==> config.mk <==
export PLATFORM = sky130hd
export DESIGN_NAME = instr_encoder_stream_flat
export DESIGN_NICKNAME = d
export VERILOG_FILES = /design/src/rtl/instr_encoder_stream_if.sv /design/src/rtl/instr_encoder_stream.sv /design/src/flat_wrapper.sv
export SDC_FILE = /design/constraint.sdc
export NUM_CORES = 1
export LEC_CHECK = 0
export CAP_MARGIN = 20
export CORE_MARGIN = 1
export CORE_UTILIZATION = 54
export DETAILED_ROUTE_END_ITERATION = 12
export GPL_TIMING_DRIVEN = 1
export MAX_ROUTING_LAYER = met4
export PLACE_DENSITY_LB_ADDON = 0.25
export SLEW_MARGIN = 20
export SYNTH_ARGS = -nofsm -noshare
export SYNTH_HDL_FRONTEND = slang
export SYNTH_SLANG_ARGS = --single-unit
==> constraint.sdc <==
create_clock -name clk -period 5 [get_ports clk]
set_clock_uncertainty 0.1 [all_clocks]
set_input_delay 0.5 -clock clk [delete_from_list [all_inputs] [get_ports clk]]
set_output_delay 0.5 -clock clk [all_outputs]
set_load 0.005 [all_outputs]
==> src/rtl/instr_encoder_stream_if.sv <==
// instr_encoder_stream_if: field-record input and encoded-word output handshakes.
interface instr_encoder_stream_if;
    logic        in_valid;
    logic        in_ready;
    logic [3:0]  in_group;
    logic [3:0]  in_ra_index;
    logic [3:0]  in_rb_index;
    logic [3:0]  in_rc_index;
    logic [3:0]  in_opcode;
    logic [15:0] in_imm_val;
    logic        out_valid;
    logic        out_ready;
    logic [31:0] out_instr;
    logic        out_bad;
    modport master (
        output in_valid, in_group, in_ra_index, in_rb_index, in_rc_index, in_opcode, in_imm_val, out_ready,
        input  in_ready, out_valid, out_instr, out_bad
    );
    modport slave (
        input  in_valid, in_group, in_ra_index, in_rb_index, in_rc_index, in_opcode, in_imm_val, out_ready,
        output in_ready, out_valid, out_instr, out_bad
    );
endinterface

==> src/rtl/instr_encoder_stream.sv <==
// instr_encoder_stream: packs decoded fields into Frost32 words, buffers them in a FIFO,
// and replaces illegal records with a flagged NOP.
module instr_encoder_stream #(
    parameter int DEPTH     = 2,
    parameter int CNT_WIDTH = 16
) (
    input  logic                 clk,
    input  logic                 rst,
    instr_encoder_stream_if.slave s,
    output logic [CNT_WIDTH-1:0] accepted_count,
    output logic [CNT_WIDTH-1:0] bad_count
);
    localparam int AW = $clog2(DEPTH);
    logic [32:0]          mem_q [DEPTH];
    logic [AW:0]          wr_q, rd_q;
    logic [CNT_WIDTH-1:0] acc_q, bad_q;
    logic                 full, empty, push, pop, legal;
    logic [31:0]          word_d;
    assign full  = (wr_q ^ rd_q) == {1'b1, {AW{1'b0}}};
    assign empty = wr_q == rd_q;
    assign push  = s.in_valid && !full;
    assign pop   = !empty && s.out_ready;
    assign legal = s.in_group <= 4'd6 &&
                   !(s.in_group == 4'd5 && s.in_imm_val[15:12] != {4{s.in_imm_val[11]}});
    always_comb begin
        word_d = '0;
        case (s.in_group)
            4'd1, 4'd2: word_d = {s.in_group, s.in_ra_index, s.in_rb_index, s.in_opcode, s.in_imm_val};
            4'd5:       word_d = {s.in_group, s.in_ra_index, s.in_rb_index, s.in_rc_index, s.in_opcode, s.in_imm_val[11:0]};
            default:    word_d = {s.in_group, s.in_ra_index, s.in_rb_index, s.in_rc_index, 12'h000, s.in_opcode};
        endcase
        if (!legal) word_d = '0;
    end
    always_ff @(posedge clk) begin
        if (push) mem_q[wr_q[AW-1:0]] <= {!legal, word_d};
        if (rst) begin
            wr_q  <= '0;
            rd_q  <= '0;
            acc_q <= '0;
            bad_q <= '0;
        end else begin
            if (push) wr_q <= wr_q + (AW+1)'(1);
            if (pop) rd_q <= rd_q + (AW+1)'(1);
            if (push && !(&acc_q)) acc_q <= acc_q + CNT_WIDTH'(1);
            if (push && !legal && !(&bad_q)) bad_q <= bad_q + CNT_WIDTH'(1);
        end
    end
    assign s.in_ready      = !full;
    assign s.out_valid     = !empty;
    assign s.out_instr     = empty ? 32'h0 : mem_q[rd_q[AW-1:0]][31:0];
    assign s.out_bad       = !empty && mem_q[rd_q[AW-1:0]][32];
    assign accepted_count  = acc_q;
    assign bad_count       = bad_q;
endmodule
==> src/flat_wrapper.sv <==
// flat-port wrapper written by rule: the top's interface ports become plain ports
module instr_encoder_stream_flat 
#(
    parameter int DEPTH     = 2,
    parameter int CNT_WIDTH = 16
)
  (clk, rst, accepted_count, bad_count, s_in_valid, s_in_group, s_in_ra_index, s_in_rb_index, s_in_rc_index, s_in_opcode, s_in_imm_val, s_out_ready, s_in_ready, s_out_valid, s_out_instr, s_out_bad);
  instr_encoder_stream_if s_i ();
  input  logic clk;
  input  logic rst;
  output logic [CNT_WIDTH-1:0] accepted_count;
  output logic [CNT_WIDTH-1:0] bad_count;
  input wire logic [$bits(s_i.in_valid)-1:0] s_in_valid;
  input wire logic [$bits(s_i.in_group)-1:0] s_in_group;
  input wire logic [$bits(s_i.in_ra_index)-1:0] s_in_ra_index;
  input wire logic [$bits(s_i.in_rb_index)-1:0] s_in_rb_index;
  input wire logic [$bits(s_i.in_rc_index)-1:0] s_in_rc_index;
  input wire logic [$bits(s_i.in_opcode)-1:0] s_in_opcode;
  input wire logic [$bits(s_i.in_imm_val)-1:0] s_in_imm_val;
  input wire logic [$bits(s_i.out_ready)-1:0] s_out_ready;
  output wire logic [$bits(s_i.in_ready)-1:0] s_in_ready;
  output wire logic [$bits(s_i.out_valid)-1:0] s_out_valid;
  output wire logic [$bits(s_i.out_instr)-1:0] s_out_instr;
  output wire logic [$bits(s_i.out_bad)-1:0] s_out_bad;
  assign s_i.in_valid = s_in_valid;
  assign s_i.in_group = s_in_group;
  assign s_i.in_ra_index = s_in_ra_index;
  assign s_i.in_rb_index = s_in_rb_index;
  assign s_i.in_rc_index = s_in_rc_index;
  assign s_i.in_opcode = s_in_opcode;
  assign s_i.in_imm_val = s_in_imm_val;
  assign s_i.out_ready = s_out_ready;
  assign s_in_ready = s_i.in_ready;
  assign s_out_valid = s_i.out_valid;
  assign s_out_instr = s_i.out_instr;
  assign s_out_bad = s_i.out_bad;
  instr_encoder_stream #(.DEPTH(DEPTH), .CNT_WIDTH(CNT_WIDTH)) u_core (.clk(clk), .rst(rst), .s(s_i), .accepted_count(accepted_count), .bad_count(bad_count));
endmodule
==> qor.csv, run 1 <==
metric,value,unit
Initial Util,0.569,
number of flops mapped to enable cells by yosys,66,
R2R Setup Slk,2.56,ns
top_reg_cell synth,edfxtp_1,
post-synthesis sequential area ratio,0.574,
Multi-input gate area,1920,µm²
Die Footprint,9170,µm²
CP Capture Type,flop,
clock-pin slew on the worst setup and hold paths,0.10,ns
fmax,336,MHz
Boundary Pins,107,
"Worst Setup Slack, final",2.02,ns
maximum net fanout on the critical path,16,
Worst Path Required,5.15,ns
Comb pwr share,0.328,
setup TNS,0,ns
vias in the first global route,3333,
worst-path cell chain,clkdlybuf4s50_1 > nor4_1 > mux2i_1 > o31ai_2 > buf_4 > inv_1 > nand4_1 > mux2_2,
total CTS buffers,9,
largest net degree at the start of global routing,46,
die height,95.7,µm
# diodes,0,
Reg power frac,0.460,
Internal Power,1.71,mW
# resized after CTS,0,
GRT Util Overall,0.234,
# setup viols final,0,
Fill cells,622,
synth warn,0,
Initial DRT Pass Iterations,4,
Layout area overhead,28.9,%
DRC viols,0,
#FFs+latches synth,103,
hold buffer count at CTS,0,
vias,3646,
Final Hold Viols,0,
GPL Wtd Cong,0.870,
fin crit share,0.596,
mapped cell area,4740,µm²
min Tclk post-route,2.98,ns
Hold Path Stages,2,
status,completed,
Slew @ Worst Pin,1.05,ns
placed inst area,5910,µm²
# H-tree levels,3,
CP max-delay cell,o31ai_2,
Slew headroom,0.299,
"Clk Latency, worst-skew pair",0.36,ns
Post-DP HPWL,7050,µm
power per cell area,400,nW/µm²
Detail Route Antenna Nets,0,
static leakage,2.02,nW
first-pass GRT wire length,15700,µm
Slew Limit Fails,0,
routed wire length,10300,µm
RSZ-0062 raised after global routing,no,
Routed wire per std cell,16.0,µm
Post-CTS Setup Repair Bufs,0,
Reg area,2720,µm²
CTS tree,yes,
asr flop ratio synth,0,
Placement Setup Slack,1.66,ns
Unique masters post-synth,44,
Syn Area/Cell,11.0,µm²
Final #Nets,573,
reg2reg end,u_core.bad_count[8]$_SDFFE_PP0P_,
hold wc startpoint,u_core.bad_count[13]$_SDFFE_PP0P_,
Hold EP,u_core.bad_count[13]$_SDFFE_PP0P_,
Worst Hold Class,flop to flop,
critical path data arrival time,3.13,ns
share of layout cells above drive strength 1,0.0690,
Clock Tree Buf Depth,2,
Clock Power Share,0.212,
Vias/cell,5.69,
Core Region,8340,µm²
1st-iter DRT viols,147,
critical path's largest stage delay,0.62,ns
final instance area,6120,µm²
Setup CP Type,primary input to flop,
type of origin of the critical path,primary input,
Hold WS,0.413,ns
Core Rows,33,
clock root cell,clkbuf_8,
Max IR drop VDD,0.000220,V
Worst Reg-to-Reg Cells,5,
Max Cap Violations,0,
switching part of the total,0.301,
Worst R2R Start,u_core.bad_count[5]$_SDFFE_PP0P_,
NetSw,0.737,mW
overall die width,95.7,µm
total gr overflow,0,
initial antenna violation count,0,
Port Buffers,106,
CTS sink count,103,
Post-Syn Instances,430,
-- cells in the final DEF (no fill, tap or decap), types with 2 or more instances in the layout --
cell type | netlist | routed
a2111oi_0 | 3 | 3
a211oi_1 | 5 | 5
a21o_1 | 3 | 3
a21oi_1 | 14 | 14
a22oi_1 | 4 | 4
and2_1 | 21 | 21
and3_1 | 3 | 3
and4_1 | 3 | 3
buf_4 | 0 | 5
clkbuf_8 | 0 | 9
clkdlybuf4s50_1 | 0 | 106
clkinvlp_4 | 0 | 2
conb_1 | 1 | 2
dfxtp_1 | 37 | 36
edfxtp_1 | 66 | 66
ha_1 | 2 | 2
inv_1 | 12 | 12
inv_6 | 0 | 2
mux2_2 | 7 | 7
mux2i_1 | 44 | 44
nand2_1 | 12 | 12
nand2b_1 | 2 | 2
nand3_1 | 14 | 14
nand4_1 | 8 | 8
nor2_1 | 76 | 74
nor2b_1 | 6 | 6
nor3_1 | 11 | 9
nor3_2 | 0 | 2
nor4_1 | 7 | 7
o31ai_1 | 7 | 7
or4_1 | 7 | 7
xnor2_1 | 15 | 15
xor2_1 | 4 | 4
-- cells in the mapped netlist, types with 6 or more instances --
cell type | instances | area, µm²
nor2_1 | 76 | 285
edfxtp_1 | 66 | 1980
mux2i_1 | 44 | 440
dfxtp_1 | 37 | 741
and2_1 | 21 | 131
clkbuf_1 | 17 | 63.8
xnor2_1 | 15 | 131
a21oi_1 | 14 | 70.1
nand3_1 | 14 | 70.1
inv_1 | 12 | 45.0
nand2_1 | 12 | 45.0
nor3_1 | 11 | 55.1
nand4_1 | 8 | 50.1
mux2_2 | 7 | 78.8
nor4_1 | 7 | 43.8
o31ai_1 | 7 | 52.6
or4_1 | 7 | 52.6
nor2b_1 | 6 | 37.5
-- state kept, by name, summed over array words and instances, names as in the netlist, named ones only --
name and count:
u_core.bad_count 16, u_core.mem_q 66, u_core.wr_q 2, u_core.rd_q 2
u_core.accepted_count 16
-- cell type report --
| type | instances | area share |
|---|---|---|
| flip-flops and latches | 103 | 0.445 |
| well taps | 105 | 0.0215 |
| inverters | 12 | 0.00736 |
| clock buffers | 10 | 0.0209 |
| clock inverters | 6 | 0.0110 |
| repair buffers | 111 | 0.180 |
| multi-input cells | 294 | 0.314 |
-- worst max path at each step --
stage	start	to	slack (ns)	cells past startpoint
CTS	s_in_imm_val[12]	u_core.bad_count[14]$_SDFFE_PP0P_	2.04	8
global placement	s_in_imm_val[12]	u_core.bad_count[14]$_SDFFE_PP0P_	1.73	8
detailed placement	s_in_imm_val[12]	u_core.bad_count[14]$_SDFFE_PP0P_	1.66	8
global route	s_in_imm_val[12]	u_core.bad_count[14]$_SDFFE_PP0P_	1.76	8
finish	s_in_imm_val[13]	u_core.bad_count[14]$_SDFFE_PP0P_	2.02	8
floorplan	u_core.wr_q[0]$_SDFFE_PP0P_	u_core.mem_q[0][0]$_DFFE_PP_	2.15	4
-- stage by stage --
step / cells / power, mW / utilization
after floorplan: 431 / 1.51 / -
after global placement: 625 / 1.93 / 0.708
after detailed placement: 625 / 1.96 / 0.709
after CTS: 641 / 2.47 / 0.732
after global routing: 641 / 2.57 / 0.733
final: 641 / 2.45 / 0.733
-- critical path, delay by kind of cell --
family	cells	cell delay, ns
buffers and inverters	3	1.03
AND/OR/NAND/NOR	2	0.42
multiplexers	2	0.55
AO/OA/AOI/OAI	1	0.62
-- metal layers --
metal,track usage,wire (µm)
met4,0.0746,161
met1,0.295,4350
met5,-,0
met2,0.382,5130
met3,0.0450,633
-- power groups by stage --
| stage | Sequential (mW) | Combinational [mW] | Clock, mW |
|---|---|---|---|
| 6_report | 1.12 | 0.803 | 0.520 |
| 5_1_grt | 1.14 | 0.880 | 0.555 |
| 4_1_cts | 1.13 | 0.815 | 0.525 |
| 3_5_place_dp | 1.14 | 0.813 | 0 |
| 3_3_place_gp | 1.14 | 0.789 | 0 |
| 2_1_floorplan | 1.07 | 0.438 | 0 |
-- cells by family (layout without fill, tap and decap cells) --
logic type	count (synthesis)	after routing	share of synthesized area
compound gates	47	47	0.0694
xor+xnor	19	19	0.0351
fa+ha+maj	2	2	0.00527
buf+inv	34	139	0.0274
flops	103	103	0.574
mux	51	51	0.109
other cells	1	2	0.000790
simple gates	173	173	0.179
(Power assumes the default switching activity.)
==> run 2, diff against run 1 <==
CORE_UTILIZATION = 50   (was 54)
clock period = 2.75 ns   (was 5 ns; I/O delays follow)
==> run 2 against run 1 <==
Net effect:
- via count about the same
- die area up 7.8%
- cell area up 1.1%
- core utilization down 6.1 points
- sequential power up 77%
- critical endpoint is now s_out_instr[24]
==> qor.csv, run 2 (synthesis results as in run 1) <==
metric,value,unit,change
critical path's largest stage delay,0.51,ns,was 0.62 ns
vias,3645,,was 3646
Detail Route Antenna Nets,0,,unchanged
Clock Tree Buf Depth,2,,unchanged
RSZ-0062 raised after global routing,no,,unchanged
fin crit share,0.926,,
final instance area,6190,µm²,was 6120 µm²
reg2reg end,u_core.bad_count[8]$_SDFFE_PP0P_,,unchanged
die height,99.4,µm,was 95.7 µm
"Worst Setup Slack, final",0.204,ns,was 2.02 ns
Reg area,2720,µm²,unchanged
overall die width,99.4,µm,was 95.7 µm
setup TNS,0,ns,unchanged
Worst Path Required,2.38,ns,was 5.15 ns
fmax,393,MHz,
status,completed,,unchanged
total CTS buffers,9,,unchanged
Max Cap Violations,0,,unchanged
CP max-delay cell,clkdlybuf4s50_1,,was o31ai_2
Worst path depth,5,,was 8
number of flip-flops in the largest register,66,,unchanged
static leakage,2.06,nW,was 2.02 nW
Buf/Inv on CP,2,,was 3
initial antenna violation count,0,,unchanged
Final #Nets,583,,was 573
share of layout cells above drive strength 1,0.0824,,was 0.0690
Initial DRT Pass Iterations,4,,unchanged
worst-path cell chain,xor2_1 > nor2_4 > buf_4 > nor2_1 > clkdlybuf4s50_1,,was clkdlybuf4s50_1 > nor4_1 > mux2i_1 > o31ai_2 > buf_4 > inv_1 > nand4_1 > mux2_2
Die Footprint,9880,µm²,was 9170 µm²
DRC viols,0,,unchanged
clock-pin slew on the worst setup and hold paths,0.10,ns,about the same
Boundary Pins,107,,unchanged
Placement Setup Slack,0.216,ns,was 1.66 ns
# setup viols final,0,,unchanged
vias in the first global route,3382,,was 3333
Hold WS,0.403,ns,was 0.413 ns
type of origin of the critical path,flop,,was primary input
Max IR drop VDD,0.000313,V,was 0.000220 V
Post-DP HPWL,7280,µm,was 7050 µm
Post-CTS Setup Repair Bufs,0,,unchanged
Worst Hold Class,flop to flop,,unchanged
Layout area overhead,30.4,%,was 28.9%
Slew Limit Fails,0,,unchanged
power per cell area,717,nW/µm²,was 400 nW/µm²
placed inst area,6000,µm²,was 5910 µm²
total gr overflow,0,,unchanged
overall power,4.44,mW,was 2.45 mW
largest net degree at the start of global routing,46,,unchanged
# resized after CTS,1,,was 0
# diodes,0,,unchanged
maximum net fanout on the critical path,18,,was 16
Slew @ Worst Pin,0.686,ns,was 1.05 ns
Vias/cell,5.55,,was 5.69
hold buffer count at CTS,0,,unchanged
"CP delay by family, top",buffers and inverters,,unchanged
Port Buffers,106,,unchanged
GRT Util Overall,0.223,,was 0.234
clock root cell,clkbuf_8,,unchanged
min Tclk post-route,2.55,ns,
1st-iter DRT viols,144,,was 147
Fill cells,716,,was 622
Worst R2R Start,u_core.bad_count[4]$_SDFFE_PP0P_,,was u_core.bad_count[5]$_SDFFE_PP0P_
Worst Reg-to-Reg Cells,5,,unchanged
# H-tree levels,3,,unchanged
most frequent cells in the layout,"clkdlybuf4s50_1 (106), nor2_1 (74), edfxtp_1 (66)",,unchanged
Worst Setup SP,u_core.rd_q[1]$_SDFFE_PP0P_,,was s_in_imm_val[13]
Setup CP Type,flop to primary output,,was primary input to flop
"Clk Latency, worst-skew pair",0.38,ns,was 0.36 ns
Final Hold Viols,0,,unchanged
CTS tree,yes,,unchanged
Core Region,9200,µm²,was 8340 µm²
routed wire length,10400,µm,was 10300 µm
critical path data arrival time,2.17,ns,was 3.13 ns
Core Rows,35,,was 33
Multi-input gate area,1910,µm²,was 1920 µm²
critical path endpoint,s_out_instr[24],,was u_core.bad_count[14]$_SDFFE_PP0P_
Initial Util,0.516,,was 0.569
first-pass GRT wire length,16500,µm,was 15700 µm
"most common cell after layout, fill and taps aside",clkdlybuf4s50_1,,unchanged
CP Capture Type,primary output,,was flop
CTS sink count,103,,unchanged
Slew headroom,0.543,,was 0.299
Routed wire per std cell,15.9,µm,was 16.0 µm
GPL Wtd Cong,0.880,,was 0.870
R2R Setup Slk,0.26,ns,was 2.56 ns
## run 2: changes by cell type in the layout (fill, tap and decap cells not counted), sizes merged
| cell | change |
|---|---|
| buf | +10 |
| bufinv | -1 |
| clkinv | +1 |
## run 2: report_power, final
part           switching [mW]  total (mW)  internal, mW
clock network           0.540       0.882         0.342
registers               0.120        1.98          1.86
logic                   0.720        1.58         0.858
total                    1.38        4.44          3.06
## run 2: stage by stage
stage / util / std cells
global placement: 0.653 / 641
CTS: 0.673 / 657
detailed placement: 0.653 / 641
finish: 0.673 / 657
floorplan: - / 431
global route: 0.673 / 657
## run 2: worst min-delay path by stage
stage | start | endpoint | slack [ns] | cells after the start
floorplan | u_core.bad_count[13]$_SDFFE_PP0P_ | u_core.bad_count[13]$_SDFFE_PP0P_ | 0.38 | 2
global placement | u_core.bad_count[13]$_SDFFE_PP0P_ | u_core.bad_count[13]$_SDFFE_PP0P_ | 0.38 | 2
detailed placement | u_core.bad_count[13]$_SDFFE_PP0P_ | u_core.bad_count[13]$_SDFFE_PP0P_ | 0.39 | 2
CTS | u_core.bad_count[13]$_SDFFE_PP0P_ | u_core.bad_count[13]$_SDFFE_PP0P_ | 0.41 | 2
global route | u_core.bad_count[13]$_SDFFE_PP0P_ | u_core.bad_count[13]$_SDFFE_PP0P_ | 0.45 | 2
finish | u_core.bad_count[13]$_SDFFE_PP0P_ | u_core.bad_count[13]$_SDFFE_PP0P_ | 0.40 | 2
## run 2: final cells by class
| class | count | share of cell area |
|---|---|---|
| Clock buffer | 10 | 0.0206 |
| Timing Repair Buffer | 121 | 0.192 |
| Inverter | 12 | 0.00728 |
| Tap cell | 111 | 0.0225 |
| Sequential cell | 103 | 0.440 |
| Clock inverter | 6 | 0.00850 |
| Multi-Input combinational cell | 294 | 0.309 |
## run 2: metal layers
layer | up-vias | track usage | share of wire
met5 | - | - | 0
met4 | 0 | 0.0758 | 0.010
met3 | 10 | 0.0358 | 0.044
met2 | 108 | 0.362 | 0.50
met1 | 1744 | 0.287 | 0.45
li1 | 1783 | - | -
## run 2: tightest hold or removal path, cell delays in order (launching register included)
cell	delay, ns
dfxtp_1	0.34
o31ai_1	0.07
a21oi_1	0.06
